File: src/rtl/cra_pipe_adder.sv
// Pipelined carry-ripple adder: {cout, s} = a + b + c0.
// The N-bit add is cut into K-bit ripple segments with one register stage per segment.
// The stream interface uses valid/ready, and the whole pipe advances on a single global enable.
module cra_pipe_adder #(
    parameter int unsigned N        = 16,
    parameter int unsigned K        = 4,
    parameter int unsigned CIN_MODE = 1
) (
    input  logic         clk,
    input  logic         rst_n,
    input  logic         in_valid,
    output logic         in_ready,
    input  logic [N-1:0] a,
    input  logic [N-1:0] b,
    input  logic         cin,
    output logic         out_valid,
    input  logic         out_ready,
    output logic [N-1:0] s,
    output logic         cout
);

    localparam int unsigned S = N / K;

    // Per-stage state. acc holds sum bits below the active segment and operand A bits from the
    // active segment upward. b holds operand B, and its bits below the active segment are zero.
    logic [N-1:0] acc_q [S];
    logic [N-1:0] acc_d [S];
    logic [N-1:0] b_q   [S];
    logic [N-1:0] b_d   [S];
    logic [S-1:0] c_q, c_d;
    logic [S-1:0] v_q, v_d;

    logic [N-1:0] merged [S];
    logic [S-1:0] carry;
    logic [K:0]   seg_sum;
    logic         c0;
    logic         en;

    // Select the carry-in source for stage 0.
    always_comb begin
        c0 = 1'b0;
        if (CIN_MODE == 2) begin
            c0 = cin;
        end else if (CIN_MODE == 1) begin
            c0 = 1'b1;
        end
    end

    // Ripple each stage's active segment and splice the sum into the carried-forward vector.
    always_comb begin
        merged  = '{default: '0};
        carry   = '0;
        seg_sum = '0;
        for (int i = 0; i < S; i++) begin
            seg_sum = {1'b0, acc_q[i][i*K +: K]} + {1'b0, b_q[i][i*K +: K]}
                      + {{K{1'b0}}, c_q[i]};
            // B below the active segment is always zero, so OR-ing it in leaves the sums intact.
            merged[i] = acc_q[i] | (b_q[i] & ~({N{1'b1}} << (i * K)));
            merged[i][i*K +: K] = seg_sum[K-1:0];
            carry[i] = seg_sum[K];
        end
    end

    // Global advance and stage-to-stage transfer. Bubbles move the valid bit but keep data.
    always_comb begin
        en    = !v_q[S-1] || out_ready;
        acc_d = acc_q;
        b_d   = b_q;
        c_d   = c_q;
        v_d   = v_q;
        if (en) begin
            v_d[0] = in_valid;
            if (in_valid) begin
                acc_d[0] = a;
                b_d[0]   = b;
                c_d[0]   = c0;
            end
            for (int i = 1; i < S; i++) begin
                v_d[i] = v_q[i-1];
                if (v_q[i-1]) begin
                    acc_d[i] = merged[i-1];
                    b_d[i]   = b_q[i-1];
                    b_d[i][(i-1)*K +: K] = '0;
                    c_d[i]   = carry[i-1];
                end
            end
        end
    end

    // Pipeline registers; reset clears every valid bit and all data.
    always_ff @(posedge clk or negedge rst_n) begin
        if (!rst_n) begin
            for (int i = 0; i < S; i++) begin
                acc_q[i] <= '0;
                b_q[i]   <= '0;
            end
            c_q <= '0;
            v_q <= '0;
        end else begin
            acc_q <= acc_d;
            b_q   <= b_d;
            c_q   <= c_d;
            v_q   <= v_d;
        end
    end

    assign in_ready  = en;
    assign out_valid = v_q[S-1];
    assign s         = merged[S-1];
    assign cout      = carry[S-1];

endmodule

File: config.mk
export PLATFORM = sky130hd
export DESIGN_NAME = cra_pipe_adder
export DESIGN_NICKNAME = d
export VERILOG_FILES = /design/src/rtl/cra_pipe_adder.sv
export SDC_FILE = /design/constraint.sdc
export NUM_CORES = 1
export LEC_CHECK = 0
export CAP_MARGIN = 5
export CORE_UTILIZATION = 62
export CTS_BUF_LIST = sky130_fd_sc_hd__clkbuf_2
export DETAILED_ROUTE_END_ITERATION = 16
export HOLD_SLACK_MARGIN = 0.12
export PLACE_DENSITY = 0.92
export SYNTH_ARGS = -nofsm -noshare
export SYNTH_HDL_FRONTEND = slang
export SYNTH_SLANG_ARGS = --single-unit
File: constraint.sdc
create_clock -name clk -period 3.8 [get_ports clk]
set_clock_uncertainty 0.1 [all_clocks]
set_input_delay 0.38 -clock clk [delete_from_list [all_inputs] [get_ports clk]]
set_output_delay 0.38 -clock clk [all_outputs]
set_load 0.005 [all_outputs]
==> implementation parameters <==
Parameter                              Value

Timing
  Period utilisation layout ... between 80% and 90%
  Final Hold Violating Endpoints ... 0
  Slew margin rel. ... about 28%
  Highest Clock Rate ... about 0.32 GHz
  Final-layout setup total negative slack ... 0 ns
  Final min period ... around 3.2 ns
  Setup repair after global routing missed its margin ... no
  Final count of negative-setup-slack endpoints ... 0
  Pins over their slew limit ... 0
  Worst-margin pin slew ... about 1.1 ns

Pwr
  Power per cell area ... 802 mW/mm²
  Sequential cell fraction of total power ... a little under half
  Leakage power summed over all cells ... roughly 2.4 nW
  Net Sw Frac ... around 32%
  Worst IR drop on VDD ... between 0.3 and 0.4 mV
  Internal power ... 2.93 mW
  Combinational share of power ... between 40 and 50%
  Portion of total power attributed to the clock network ... under 10%
  Sw power ... 1.40 mW

Layout
  Share of layout cells above drive strength 1 ... 31.0%
  Filler cells ... around 490
  Number of antenna cells inserted ... 0
  Layout Area Growth over Synthesis ... 11.5%
  Final Core Density ... between 70 and 80%
  Final net count ... about 430
  Seq. cell area ... around 0.0028 mm²
  Footprint of the multi-input gates ... 0.00178 mm²

Logic synthesis
  Register area share after synthesis ... between 50% and 60%
  EDFF count, synth ... 0
  Top cell types by occurrence after synthesis ... 112 x sky130_fd_sc_hd__dfrtp_1, 94 x sky130_fd_sc_hd__mux2_2, 22 x sky130_fd_sc_hd__o21ai_0
  Synth Cell Area ... just under 0.005 mm²
  Average instance area after synthesis ... around 14 µm²
  Top-count cell post-synth ... sky130_fd_sc_hd__dfrtp_1
  Cell count after synthesis ... approximately 330
  Number of warnings issued by yosys ... 0
  Area share of the leading cell type in the synthesized netlist ... between 50% and 60%
  Main synth FF type ... sky130_fd_sc_hd__dfrtp_1
  Proportion of synthesized flip-flops having asynchronous set or reset ... 100%
  Cells taking the most area after synthesis ... sky130_fd_sc_hd__dfrtp_1 58%, sky130_fd_sc_hd__mux2_2 22%, sky130_fd_sc_hd__fa_1 3.3%
  Cell type with the highest aggregate area in the netlist ... sky130_fd_sc_hd__dfrtp_1
  Syn Nets ... between 300 and 400
  Total of flip-flops plus latches after synthesis ... 112
  Library cells used by synthesis ... 30

Global routing
  Initial antenna violation count ... 0
  Number of global-route vias before repair ... between 2,000 and 3,000
  Total routing usage reported by global routing ... between 20 and 25%
  Maximum number of pins on one net before global-route repair ... just over 90
  Global-route wire length before repair ... about 13,000 µm
  Residual overflow from global routing ... 0

Routing
  Via Count ... ~2,600
  DR pass1 iterations ... 4
  Count of antenna-violating nets left after detailed routing ... 0
  Average wire per standard cell ... 15.6 µm
  Via-per-instance ratio ... 5.53
  Final wirelength ... 7400 µm
  Initial detailed-routing violation count ... 104
  Drc violations ... 0

Placement
  Number of port buffers ... 54
  Detailed placement HPWL ... ~5300 µm
  Routability-driven placement congestion ratio ... between 0.7 and 0.8

Clock tree
  Clock sinks ... approximately 110
  Setup repair bufs after CTS ... 0
  CTS tree ... yes
  Root Buffer ... sky130_fd_sc_hd__clkbuf_2
  Clock slew at reported path FFs ... 0.25 ns
  H-tree depth ... 3
  Cts bufs inserted ... 9
  Clock buffer depth ... 2
  Worst skew pair latency ... between 0.5 and 0.6 ns

Critical path
  Critical path data required time ... between 3 and 4 ns
  Arrival time reported for the critical path endpoint ... about 2.7 ns
  Worst stage delay on the critical path ... between 0.4 and 0.5 ns
  Critical path startpoint category ... flip-flop
  CP Cell Sequence ... fa_1 > fa_1 > a21o_1 > a21o_1 > clkdlybuf4s50_1
  Critical-path top delay cell ... sky130_fd_sc_hd__dfrtp_1
  Type of element capturing the critical path ... output pin
  Crit-path max FO ... 2
  Start-to-end type of the worst setup path ... reg2out

Floorplan
  Height of the die ... 90.4 µm
  Die outline width ... 90.4 µm
  Total Die Area ... roughly 0.0082 mm²
  Std-Cell Rows ... 31
  I/O pin count ... 56
  Starting density of the core ... between 60% and 70%
  Area of the core ... around 0.0074 mm²

Status
  Run status ... finished clean

Min path
  Worst hold path class ... in2reg

Run
  Max-cap violation count ... 0
layout make-up:
class                      count  area share [%]
multi-input combinational    179            32.9
timing repair buffer          57            10.4
sequential                   112            51.9
clock inverter                 3           0.394
clock buffer                  11            1.02
inverter                      15            1.04
tap                           99            2.29
cell usage in the layout (no fill, tap or decap), types with 4 or more instances in the layout:
master / instances
sky130_fd_sc_hd__clkdlybuf4s50_1: 53
sky130_fd_sc_hd__o21ai_0: 22
sky130_fd_sc_hd__inv_1: 14
sky130_fd_sc_hd__ha_1: 12
sky130_fd_sc_hd__dfrtp_1: 112
sky130_fd_sc_hd__fa_1: 8
sky130_fd_sc_hd__xor2_1: 4
sky130_fd_sc_hd__clkbuf_2: 11
sky130_fd_sc_hd__mux2_2: 94
sky130_fd_sc_hd__a21oi_1: 8
registers in the layout (all words and copies together) (netlist names):
name and cells:
b_q 40, c_q 4, acc_q 64, v_q 4
stage by stage:
step | hold WS [ns] | worst slack, ns | instance area [µm²] | cells | power (mW)
floorplan | -0.0156 | 1.76 | 4840 | 334 | 3.46
global placement | 0.369 | 1.05 | 5310 | 461 | 3.82
detailed placement | 0.380 | 1.03 | 5310 | 461 | 3.97
CTS | 0.288 | 0.608 | 5400 | 476 | 4.38
global route | 0.264 | 0.505 | 5400 | 476 | 4.67
finish | 0.313 | 0.641 | 5400 | 476 | 4.33
cells by family after synthesis:
family	after synthesis	share of synthesized area, %
adders and majority gates	20	6.41
DFF	112	57.9
AOI/OAI and AO/OA	41	4.88
xor gates and xnor gates	5	0.904
and+or+nand+nor	19	2.61
muxes	94	21.9
buffers and inverters	43	5.45
power by group through the flow:
stage | logic (mW) | registers (mW) | clock network (mW)
2_1_floorplan | 1.52 | 1.94 | 0
3_3_place_gp | 1.80 | 2.01 | 0
3_5_place_dp | 1.91 | 2.05 | 0
4_1_cts | 1.92 | 2.02 | 0.440
5_1_grt | 2.10 | 2.09 | 0.484
6_report | 1.89 | 2.01 | 0.424
layer usage:
layer  global-route usage [%]  wire length, µm  up-vias
li1                         -                -     1223
met1                     24.9             3150     1348
met2                     35.6             3930       45
met3                     3.37              154       15
met4                     9.41              172        0
met5                        0                0        -
final timing paths:
path | from | end | slack [ns] | depth (start not counted)
max | acc_q[12] | cout | 0.64 | 5
min | a[6] | acc_q[54] | 0.31 | 2
max reg2reg | v_q[3] | b_q[39] | 1.49 | 5
min reg2reg | acc_q[60] | acc_q[44] | 0.43 | 1
max in group asynchronous | rst_n | acc_q[31] | 2.26 | 3
min in group asynchronous | rst_n | acc_q[53] | 0.43 | 2
worst max-delay path: cells and delay by family (launching register included):
family / cells / cell delay [ns]
AO/OA/AOI/OAI: 2 / 0.35
adder cells (fa/ha/maj): 2 / 0.88
buffers and inverters: 1 / 0.43
flip-flops: 1 / 0.47
repair_timing:
item | in CTS | in global routing
endpoints found under the hold margin | 90 | 0
hold buffers | 1 | 0
gates resized for setup | 0 | 0
Note: power is estimated with default switching activity, not from simulation.
